<file path="config.mk">
export PLATFORM = sky130hd
export DESIGN_NAME = reset_sequencer
export DESIGN_NICKNAME = d
export VERILOG_FILES = /design/src/rtl/rstseq_pkg.sv /design/src/rtl/seq_counter.sv /design/src/rtl/reset_sequencer.sv
export SDC_FILE = /design/constraint.sdc
export NUM_CORES = 1
export LEC_CHECK = 0
export CORE_MARGIN = 2
export CORE_UTILIZATION = 55
export DETAILED_ROUTE_END_ITERATION = 8
export PLACE_DENSITY = 0.79
export SLEW_MARGIN = 10
export SYNTH_ARGS = -nofsm -noshare
export SYNTH_HDL_FRONTEND = slang
export SYNTH_HIERARCHICAL = 1
export SYNTH_SLANG_ARGS = --single-unit
export TNS_END_PERCENT = 5
</file>
<file path="constraint.sdc">
create_clock -name clk -period 4 [get_ports clk]
set_input_delay 0.4 -clock clk [delete_from_list [all_inputs] [get_ports clk]]
set_output_delay 0.4 -clock clk [all_outputs]
set_load 0.1 [all_outputs]
</file>
<file path="src/rtl/rstseq_pkg.sv">
// Shared types and defaults for the reset sequencer.
// The ERROR state only exists when RSTSEQ_TIMEOUT_EN is defined.
package rstseq_pkg;

   localparam int DEF_N_STAGES       = 4;
   localparam int DEF_HOLD_CYCLES    = 500;
   localparam int DEF_TIMEOUT_CYCLES = 4096;

   typedef enum logic [2:0] {
      ST_HOLD     = 3'd0,
      ST_RELEASE  = 3'd1,
      ST_WAIT_RDY = 3'd2,
      ST_DONE     = 3'd3
`ifdef RSTSEQ_TIMEOUT_EN
      , ST_ERROR  = 3'd4
`endif
   } state_t;

   // Width that holds the larger of the two cycle budgets without wrapping.
   function automatic int cnt_width(input int hold_cycles, input int timeout_cycles);
      int max_v;
      max_v = (hold_cycles > timeout_cycles) ? hold_cycles : timeout_cycles;
      return (max_v < 1) ? 1 : $clog2(max_v + 1);
   endfunction

endpackage

</file>
<file path="src/rtl/seq_counter.sv">
// Cycle counter shared by the hold and ready-timeout phases.
// Clear has priority over enable; the count saturates rather than wrapping.
module seq_counter #(
   parameter int W = 13
) (
   input  logic         clk,
   input  logic         reset,
   input  logic         i_clear,
   input  logic         i_enable,
   input  logic [W-1:0] i_terminal,
   output logic         o_tc
);

   logic [W-1:0] r_count;

   always_ff @(posedge clk or posedge reset) begin
      if (reset) begin
         r_count <= '0;
      end else if (i_clear) begin
         r_count <= '0;
      end else if (i_enable && (r_count != '1)) begin
         r_count <= r_count + 1'b1;
      end
   end

   assign o_tc = (r_count == i_terminal);

endmodule

</file>
<file path="src/rtl/reset_sequencer.sv">
// Releases N_STAGES reset domains in order after a fixed hold, waiting for each
// stage's ready. Define RSTSEQ_TIMEOUT_EN to add the per-stage timeout / ERROR state.
module reset_sequencer
   import rstseq_pkg::*;
#(
   parameter int N_STAGES       = DEF_N_STAGES,
   parameter int HOLD_CYCLES    = DEF_HOLD_CYCLES,
   parameter int TIMEOUT_CYCLES = DEF_TIMEOUT_CYCLES,
   localparam int SW            = (N_STAGES > 1) ? $clog2(N_STAGES) : 1
) (
   input  logic                clk,
   input  logic                reset,
   input  logic                soft_req,
   input  logic [N_STAGES-1:0] stage_ready,
   output logic [N_STAGES-1:0] stage_reset,
   output logic [SW-1:0]       cur_stage,
   output logic                all_done,
   output logic                timeout_err,
   output state_t              dbg_state
);

   localparam int            CW   = cnt_width(HOLD_CYCLES, TIMEOUT_CYCLES);
   localparam logic [SW-1:0] LAST = SW'(N_STAGES - 1);

   state_t              r_state, w_next;
   logic [SW-1:0]       r_cur_stage, w_cur_next;
   logic [N_STAGES-1:0] r_stage_reset, w_stage_reset_next;
   logic                w_cnt_clr, w_cnt_en, w_cnt_tc, w_ready;
   logic [CW-1:0]       w_cnt_term;

   seq_counter #(.W(CW)) u_cnt (
      .clk        (clk),
      .reset      (reset),
      .i_clear    (w_cnt_clr),
      .i_enable   (w_cnt_en),
      .i_terminal (w_cnt_term),
      .o_tc       (w_cnt_tc)
   );

   // A stage still held in reset can never acknowledge.
   assign w_ready = stage_ready[r_cur_stage] & ~r_stage_reset[r_cur_stage];

   always_ff @(posedge clk or posedge reset) begin
      if (reset) begin
         r_state       <= ST_HOLD;
         r_cur_stage   <= '0;
         r_stage_reset <= '1;
      end else begin
         r_state       <= w_next;
         r_cur_stage   <= w_cur_next;
         r_stage_reset <= w_stage_reset_next;
      end
   end

   always_comb begin
      w_next             = r_state;
      w_cur_next         = r_cur_stage;
      w_stage_reset_next = r_stage_reset;
      w_cnt_clr          = 1'b0;
      w_cnt_en           = 1'b0;
      w_cnt_term         = CW'(HOLD_CYCLES - 1);
      if (soft_req) begin
         // Restart from any state, including a hold already in progress.
         w_next             = ST_HOLD;
         w_cur_next         = '0;
         w_stage_reset_next = '1;
         w_cnt_clr          = 1'b1;
      end else begin
         case (r_state)
            ST_HOLD: begin
               w_stage_reset_next = '1;
               if (w_cnt_tc) begin
                  w_next     = ST_RELEASE;
                  w_cur_next = '0;
                  w_cnt_clr  = 1'b1;
               end else begin
                  w_cnt_en = 1'b1;
               end
            end
            ST_RELEASE: begin
               w_stage_reset_next[r_cur_stage] = 1'b0;
               w_cnt_clr                       = 1'b1;
               w_next                          = ST_WAIT_RDY;
            end
            ST_WAIT_RDY: begin
`ifdef RSTSEQ_TIMEOUT_EN
               w_cnt_term = CW'(TIMEOUT_CYCLES - 1);
`endif
               if (w_ready) begin
                  w_cnt_clr = 1'b1;
                  if (r_cur_stage == LAST) begin
                     w_next = ST_DONE;
                  end else begin
                     w_cur_next = r_cur_stage + 1'b1;
                     w_next     = ST_RELEASE;
                  end
               end
`ifdef RSTSEQ_TIMEOUT_EN
               else if (w_cnt_tc) begin
                  w_next = ST_ERROR;
               end
`endif
               else begin
                  w_cnt_en = 1'b1;
               end
            end
            ST_DONE: begin
               w_stage_reset_next = '0;
            end
`ifdef RSTSEQ_TIMEOUT_EN
            // Frozen with the failed stage released until soft_req or reset.
            ST_ERROR: begin
               w_next = ST_ERROR;
            end
`endif
            default: begin
               w_next             = ST_HOLD;
               w_cur_next         = '0;
               w_stage_reset_next = '1;
               w_cnt_clr          = 1'b1;
            end
         endcase
      end
   end

   assign stage_reset = r_stage_reset;
   assign cur_stage   = r_cur_stage;
   assign all_done    = (r_state == ST_DONE);
   assign dbg_state   = r_state;
`ifdef RSTSEQ_TIMEOUT_EN
   assign timeout_err = (r_state == ST_ERROR);
`else
   assign timeout_err = 1'b0;
`endif

endmodule

</file>
# == After elaboration in Yosys (flattened, before gate mapping) ==
# Index checks and enable logic that the tools add are counted.
# word_totals
ff_bits,22
input_bits,7
out_inout_bits,11
# classes
n_addsub,2
order_cmp,2
eq_ne,12
muxes,28
bitwise,4
reduce_logical,7
# op_table
cell,count
13-bit two-way mux,2
"13-bit by 1-bit adder with 13-bit output, second input constant",1
"13-bit by 9-bit equality test with 1-bit output, second input constant",1
"13-bit != test, second input constant",1
3-bit one-hot mux with 4 select lines,1
4-bit one-hot mux with 3 select lines,1
2-bit two-way mux,5
1-bit two-way mux,9
3-bit two-way mux,3
"3-bit by 2-bit equality test with 1-bit output, second input constant",2
"3-bit != test, second input constant",2
2-bit one-hot mux with 3 select lines,1
4-bit bitwise AND,1
1-bit binary-select mux with 2-bit select,2
4-bit two-way mux,1
"2-bit != test, second input constant",2
4-bit NOT,1
4-bit AND reduction,1
"3-bit by 1-bit equality test with 1-bit output, second input constant",1
3-bit zero test,1
"2-bit by 3-bit less-than comparator with 1-bit output, second input constant",1
"3-bit by 2-bit != test with 1-bit output, second input constant",1
1-bit one-hot mux with 3 select lines,1
3-bit AND reduction,1
11 further kinds,12

# == Logic depth before layout (Yosys ltp) ==
# Gate-level depths: netlist of run 1.
# logic_depth
depth_word,10
ltp_mapped,10
ltp_nobuf,10

# == Modules after synthesis ==
# Netlist of run 1, hierarchy kept.
# by_module_without_submodules
module,instances,cells_each,area_per_inst_um2,seq_area_each_um2
seq_counter,1,95,907.1,325.3
reset_sequencer,1,66,575.6,205.2

# == Least setup slack after synthesis of run 1 ==
# Ideal clock, no wire load.
# synth_path
path_type,reg2reg
start,"register r_state[0], in the netlist dbg_state[0]"
end,register u_cnt.r_count[10]
setup_time_ns,0.078
t_arrival_ns,3.334
required_time_ns,3.922
slack_ns,0.588
stages_incl_launch_ff,8
synth_period_minus_slack_ns,3.412
cell_sequence,dfrtp_1 > clkbuf_1 > inv_1 > nor2_1 > nor2_1 > a21o_1 > clkbuf_1 > a21oi_1
# synth_rtl
element,line_no,source
"start, declared",reset_sequencer.sv:25,"state_t r_state, w_next;"
"start signal, assigned",reset_sequencer.sv:49,r_state <= w_next;
3-bit by 2-bit equality test with 1-bit output (*),n/a,
via all_done,reset_sequencer.sv:17,"output logic all_done,"
1-bit one-hot mux with 3 select lines (*),reset_sequencer.sv:69,case (r_state)
1-bit two-way mux (*),reset_sequencer.sv:62,if (soft_req) begin
via w_cnt_clr,reset_sequencer.sv:28,"logic w_cnt_clr, w_cnt_en, w_cnt_tc, w_ready;"
13-bit two-way mux or 2-bit nonzero test (tied branches),n/a,
"end signal, assigned",seq_counter.sv:22,r_count <= r_count + 1'b1;
"end, declared",seq_counter.sv:14,logic [W-1:0] r_count;
# The timed path passes the listed nets; every way through them passes the cells marked *.
# A chain may end at the register's enable or synchronous reset.

# == Final worst setup path of run 1 ==
# layout_path
start,input stage_ready[0]
end,register u_cnt.r_count[11]
# layout_between
elab_chain_len,8
# layout_rtl
element,line_no,source
"start, declared",reset_sequencer.sv:14,"input logic [N_STAGES-1:0] stage_ready,"
1-bit binary-select mux with 2-bit select,reset_sequencer.sv:41,assign w_ready = stage_ready[r_cur_stage] & ~r_stage_reset[r_cur_stage];
1-bit two-way mux (implied by the code),reset_sequencer.sv:41,
1-bit bitwise AND,reset_sequencer.sv:41,
1-bit two-way mux,reset_sequencer.sv:89,if (w_ready) begin
1-bit one-hot mux with 2 select lines,reset_sequencer.sv:69,
1-bit two-way mux,reset_sequencer.sv:62,
via w_cnt_en,reset_sequencer.sv:28,
1-bit logical AND,seq_counter.sv:21,end else if (i_enable && (r_count != '1)) begin
2-bit nonzero test (no source line),n/a,
# The timed path passes the listed nets, and every way through them passes these cells. The select of a mux whose other input is x is not followed.

==> results of run 1 <==
flip-flops by register name, summed over array words and instances (netlist names):
signal and flops:
cur_stage 2, dbg_state 2, stage_reset 4, u_cnt/r_count 13
stage by stage:
step	area, um^2	worst slack, ns	power (uW)
2_1_floorplan	1530	0.588	255
3_3_place_gp	1680	0.831	263
3_5_place_dp	1680	0.753	264
4_1_cts	1710	1.05	368
5_1_grt	1710	0.833	379
6_report	1710	1.04	361
kinds of logic after synthesis:
family | Yosys count | share of synthesized area
other | 2 | 0.00507
flip-flops | 21 | 0.358
buffers and inverters | 17 | 0.0498
adder cells (fa/ha/maj) | 5 | 0.0422
XOR/XNOR | 16 | 0.0945
AO/OA/AOI/OAI | 40 | 0.192
AND/OR/NAND/NOR | 55 | 0.216
multiplexers | 5 | 0.0422
worst max-delay path, delay by kind of cell:
kind,cells,cell delay (ns)
simple gates,5,1.30
compound gates,2,0.56
buf+inv,1,0.40
mux,1,0.51
layer usage:
metal,wire length (um),track usage,vias up
li1,-,-,611
met1,1270,0.240,605
met2,1550,0.388,23
met3,91,0.0302,4
met4,23,0.0680,0
met5,0,0,-
power groups by stage:
stage	clock network [uW]	registers (uW)	logic (uW)
finish	101	219	42.0
global route	113	219	47.3
detailed placement	0	222	42.0
CTS	108	218	42.2
global placement	0	222	40.6
floorplan	0	221	33.5
area by class of cell:
class                      count  area, um^2  share of cell area
inverter                       9        33.8              0.0198
multi-input combinational    136         927               0.543
sequential                    21         531               0.311
clock buffer                   3        22.5              0.0132
timing repair buffer          15         150              0.0880
tap                           30        37.5              0.0220
clock inverter                 1        5.00             0.00293
cells in the final DEF, fill, tap and decap left out, types with 5 or more instances in the layout:
| cell type | netlist | final |
|---|---|---|
| a21oi_1 | 16 | 16 |
| xor2_1 | 7 | 7 |
| nand2_1 | 11 | 11 |
| nand3_1 | 5 | 5 |
| nor2_1 | 9 | 9 |
| inv_1 | 7 | 7 |
| ha_1 | 5 | 5 |
| conb_1 | 2 | 15 |
| clkdlybuf4s50_1 | 0 | 15 |
| dfrtp_1 | 17 | 17 |
| o21ai_0 | 8 | 8 |
| xnor2_1 | 9 | 9 |
worst max path at each step:
stage	from	endpoint	slack [ns]	depth (start not counted)
after floorplan	dbg_state[0]	u_cnt/r_count[10]	0.59	7
after global placement	stage_ready[1]	u_cnt/r_count[9]	0.83	9
after detailed placement	stage_ready[0]	u_cnt/r_count[11]	0.75	9
after CTS	stage_reset[0]	u_cnt/r_count[11]	1.05	8
after global routing	stage_ready[1]	u_cnt/r_count[11]	0.83	9
final	stage_ready[0]	u_cnt/r_count[11]	1.04	9
==> out/results.txt, run 1 <==
status -> finished clean
pin count of the biggest net entering global routing -> 14
Hold-fix buffers, CTS -> 0
final setup fails -> 0
Detailed Place HPWL -> 2320 um
# IOs -> 18
critical path arrival -> 3.19 ns
core area -> 2520 um^2
Fin. Hold Viols -> 0
DRC -> 0
First-pass DRT Iterations -> 4
post-route clock period utilization -> 0.740
Reg2Reg Launch Point -> stage_reset[0]
utilization after layout -> 0.677
slowest CP cell -> mux4_2
CTS sink count -> 21
routed len/inst -> 13.6 um
Flop pwr share -> 0.605
average size of a mapped cell -> 9.21 um^2
Initial Util -> 0.588
clock skew -> 0.00449 ns
Total Routed Length -> 2930 um
clock share of power -> 0.279
crit path max fanout -> 6
Final Non-Filler Cells -> 215
Cell Int Power -> 267 uW
number of global-route vias before repair -> 1260
Die H -> 55.9 um
cell taking the most area after synthesis -> dfrtp_1
TritonCTS clock tree -> built
Tot GR Track Use -> 0.207
Vias per Instance -> 5.78
FF-to-FF End -> u_cnt/r_count[11]
Pwr Density -> 212 nW/um^2
placer congestion estimate -> 0.868
relative slew slack -> 0.354
class of the most critical setup path -> input port to register
CTS Buf Count -> 3
Post-Syn Area -> 1480 um^2
maximum root-to-sink buffer count -> 2
DR iter-0 viols -> 31
area delta synth->final -> 15.1%
Final nets -> 198
Post-synth EDFFs -> 0
reg2reg setup slack -> 1.05 ns
Setup TNS -> 0 ns
Hold Worst Slack -> 0.349 ns
Async SR Flop Fraction -> 1.00
Final min period -> 2.96 ns
FP Rows -> 18
RSZ-0062 raised after global routing -> false
die width -> 55.9 um
Leak Pwr -> 0.000731 uW
pins over their slew limit -> 0
# fillers -> 212
measured slew at the worst slew-check pin -> 0.966 ns
clock root buffer -> clkbuf_4
IO Port Bufs -> 15
Hold WC Path Type -> input port to async pin
post-synthesis sequential area ratio -> 0.358
switch share -> 0.260
worst reg2reg path depth -> 8
placed cells -> 211
clock transition at the registers of the reported paths -> 0.12 ns
diodes inserted -> 0
yosys warns -> 6
Max-Cap Viols -> 0
top_reg_cell synth -> dfrtp_1
Comb pwr share -> 0.116
Synth top cells by count -> dfrtp_1 (17), a21oi_1 (16), nand2_1 (11)
GR Overflow Total -> 0
Area contributors post-synth -> dfrtp_1 (29%), dfstp_2 (7.1%), a21oi_1 (5.4%), xnor2_1 (5.3%), ha_1 (4.2%)
antenna violations before repair -> 0
max incr delay on CP -> 0.51 ns
Synth cell types -> 43
Max IR drop VDD -> 0.000203 V
Startpoint Class -> input port
proportion of netlist area held by the largest area contributor -> 0.287
Fmax achieved -> 338 MHz
most common cell in the netlist -> dfrtp_1
Post-CTS Setup Bufs -> 0
sequence of cells on the critical path -> clkdlybuf4s50_1 > nor2b_1 > mux4_2 > or2_1 > a211oi_2 > and3_1 > nand2_1 > or4_1 > a21oi_1
Net Switching -> 94.0 uW
via count -> 1243
die area -> 3130 um^2
post_cts resized -> 0
number of nets still failing antenna checks after routing -> 0
H-Tree Depth -> 1
Critical Path Sink Type -> register
Synth Instances -> 161
#FFs+latches synth -> 21
first-pass GRT wire length -> 5320 um
required time of the critical path -> 4.23 ns
Skew-Pair Late Insertion Delay -> 0.30 ns
layout cells sized above 1 -> 0.0919
Note: power is estimated with default switching activity, not from simulation.
==> run 2: changes to the inputs <==
--- a/config.mk
+++ b/config.mk
@@ -6,9 +6,9 @@
 export NUM_CORES = 1
 export LEC_CHECK = 0
 export CORE_MARGIN = 2
-export CORE_UTILIZATION = 55
+export CORE_UTILIZATION = 50
 export DETAILED_ROUTE_END_ITERATION = 8
-export PLACE_DENSITY = 0.79
+export PLACE_DENSITY = 0.76
 export SLEW_MARGIN = 10
 export SYNTH_ARGS = -nofsm -noshare
 export SYNTH_HDL_FRONTEND = slang
==> constraint.sdc (replaced) <==
create_clock -name clk -period 2.5 [get_ports clk]
set_input_delay 0.25 -clock clk [delete_from_list [all_inputs] [get_ports clk]]
set_output_delay 0.25 -clock clk [all_outputs]
set_load 0.1 [all_outputs]
==> run 2 against run 1 <==
The run now ends with negative setup slack left; cell count grew 11%; final area grew 14%; first-iteration DRC count up 29%; register-to-register slack got worse by 1.2 ns; non-clock buffer count grew 22; via count rose by 7.3%; global-route usage rose by 1.9 points; wire length is 23% higher; hold slack worse by 0.15 ns; utilization up 2.4 points; critical endpoint unchanged.
==> out/results.txt, run 2 (synthesized netlist as in run 1, its figures left out) <==
Detailed Place HPWL -> 2670 um (was 2320 um)
H-Tree Depth -> 1 (unchanged)
CTS Buf Count -> 3 (unchanged)
worst setup slack after layout -> -0.161 ns (was 1.04 ns)
diodes inserted -> 0 (unchanged)
maximum root-to-sink buffer count -> 2 (unchanged)
relative slew slack -> 0.593 (was 0.354)
Fmax achieved -> 376 MHz
IO Port Bufs -> 15 (unchanged)
Setup TNS -> -0.580 ns (was 0 ns)
commonest non-fill, non-tap cells in the layout -> buf_4 (31), conb_1 (15), dfrtp_1 (15) (was dfrtp_1 (17), a21oi_1 (16), conb_1 (15), clkdlybuf4s50_1 (15), nand2_1 (11))
routed len/inst -> 15.2 um (was 13.6 um)
number of global-route vias before repair -> 1416 (was 1260)
clock root buffer -> clkbuf_4 (unchanged)
Skew-Pair Late Insertion Delay -> 0.31 ns (was 0.30 ns)
commonest non-fill, non-tap cell in the layout -> buf_4 (was dfrtp_1)
Critical Path Sink Type -> register (unchanged)
First-pass DRT Iterations -> 6 (was 4)
Hold WC Path Type -> input port to async pin (unchanged)
placed cells -> 234 (was 211)
TritonCTS clock tree -> built (unchanged)
FP Rows -> 19 (was 18)
die width -> 58.5 um (was 55.9 um)
critical path arrival -> 2.89 ns (was 3.19 ns)
layout cells sized above 1 -> 0.314 (was 0.0919)
Tot GR Track Use -> 0.226 (was 0.207)
# IOs -> 18 (unchanged)
status -> finished, violations left (was finished clean)
final setup fails -> 7 (was 0)
Net Switching -> 166 uW (was 94.0 uW)
Leak Pwr -> 0.000852 uW (was 0.000731 uW)
post-route clock period utilization -> 1.06
via count -> 1334 (was 1243)
Flop pwr share -> 0.574 (was 0.605)
Pwr Density -> 309 nW/um^2 (was 212 nW/um^2)
Startpoint Class -> register (was input port)
failing checks -> negative setup slack
area delta synth->final -> 31.4% (was 15.1%)
RSZ-0062 raised after global routing -> true (was false)
Reg with most FFs -> u_cnt/r_count (unchanged)
die area -> 3420 um^2 (was 3130 um^2)
Max-Cap Viols -> 0 (unchanged)
Max IR drop VDD -> 0.000390 V (was 0.000203 V)
Final Non-Filler Cells -> 238 (was 215)
Initial Util -> 0.533 (was 0.588)
switch share -> 0.275 (was 0.260)
Die H -> 58.5 um (was 55.9 um)
pin count of the biggest net entering global routing -> 14 (unchanged)
clock skew -> 0.0193 ns (was 0.00449 ns)
first-pass GRT wire length -> 6010 um (was 5320 um)
number of nets still failing antenna checks after routing -> 0 (unchanged)
GR Overflow Total -> 0 (unchanged)
placer congestion estimate -> 0.794 (was 0.868)
required time of the critical path -> 2.73 ns (was 4.23 ns)
Vias per Instance -> 5.61 (was 5.78)
crit path max fanout -> 3 (was 6)
antenna violations before repair -> 0 (unchanged)
clock transition at the registers of the reported paths -> 0.14 ns (was 0.12 ns)
Cell Int Power -> 436 uW (was 267 uW)
clock share of power -> 0.286 (was 0.279)
Final nets -> 220 (was 198)
Total Routed Length -> 3610 um (was 2930 um)
Hold Worst Slack -> 0.195 ns (was 0.349 ns)
Final min period -> 2.66 ns
DRC -> 0 (unchanged)
class of the most critical setup path -> register to register (was input port to register)
DR iter-0 viols -> 40 (was 31)
max FFs per register -> 13 (unchanged)
Comb pwr share -> 0.140 (was 0.116)
Fin. Hold Viols -> 0 (unchanged)
core area -> 2780 um^2 (was 2520 um^2)
Hold-fix buffers, CTS -> 0 (unchanged)
measured slew at the worst slew-check pin -> 0.608 ns (was 0.966 ns)
worst reg2reg path depth -> 8 (unchanged)
CTS sink count -> 21 (unchanged)
pins over their slew limit -> 0 (unchanged)
## run 2: cell count changes in the layout (fill, tap and decap cells not counted), moves of 4 or more
cell	previous run	this run
dfstp_4	0	4
buf_4	0	31
dfstp_2	4	0
clkdlybuf4s50_1	15	6
## run 2: worst max-delay path, cell delays in order, from the launching register on
cell      delay, ns
dfstp_4        0.64
nor2b_1        0.06
mux4_2         0.49
or2_4          0.26
a211oi_4       0.24
and3_4         0.25
nand2_2        0.06
or4_1          0.41
a21oi_1        0.16
## run 2: routing by layer
layer / GRT usage / share of wire / up-vias
li1: - / - / 652
met1: 0.247 / 0.41 / 648
met2: 0.449 / 0.55 / 30
met3: 0.0286 / 0.033 / 4
met4: 0.0631 / 0.0075 / 0
met5: 0 / 0 / -
## run 2: cell type report
class / count / area [um^2]
Sequential cell: 21 / 548
Timing Repair Buffer: 37 / 293
Clock buffer: 3 / 22.5
Tap cell: 31 / 38.8
Fill cell: 215 / 833
Clock inverter: 1 / 5.00
Inverter: 9 / 33.8
Multi-Input combinational cell: 136 / 1010
## run 2: worst paths after layout
path                                  startpoint                end  slack, ns
worst min register to register  u_cnt/r_count[8]   u_cnt/r_count[8]       0.64
min in group clk                u_cnt/r_count[8]   u_cnt/r_count[8]       0.64
worst max register to register    stage_reset[0]  u_cnt/r_count[11]      -0.16
max in group asynchronous                  reset  u_cnt/r_count[11]       1.85
worst min-delay path                       reset       cur_stage[0]       0.19
worst max-delay path              stage_reset[0]  u_cnt/r_count[11]      -0.16
## run 2: power by group through the flow
| stage | registers, uW | clock network [uW] | logic [uW] |
|---|---|---|---|
| final | 346 | 172 | 84.2 |
| after detailed placement | 352 | 0 | 81.7 |
| after global routing | 346 | 189 | 93.0 |
| after global placement | 352 | 0 | 78.9 |
| after CTS | 346 | 177 | 82.1 |
| after floorplan | 353 | 0 | 54.5 |
## run 2: per-stage QoR
stage / power (uW) / area (um^2) / util / setup WS [ns]
2_1_floorplan: 408 / 1580 / - / -0.404
3_3_place_gp: 431 / 1870 / 0.672 / -0.186
3_5_place_dp: 434 / 1870 / 0.672 / -0.253
4_1_cts: 605 / 1910 / 0.686 / -0.107
5_1_grt: 628 / 1950 / 0.700 / -0.229
6_report: 602 / 1950 / 0.700 / -0.161
## run 2: what timing repair did
item                                    CTS  global route
buffers inserted                          0             0
gates resized for setup                   2             8
pin swaps                                 4             2
endpoints found under the setup margin    8            13
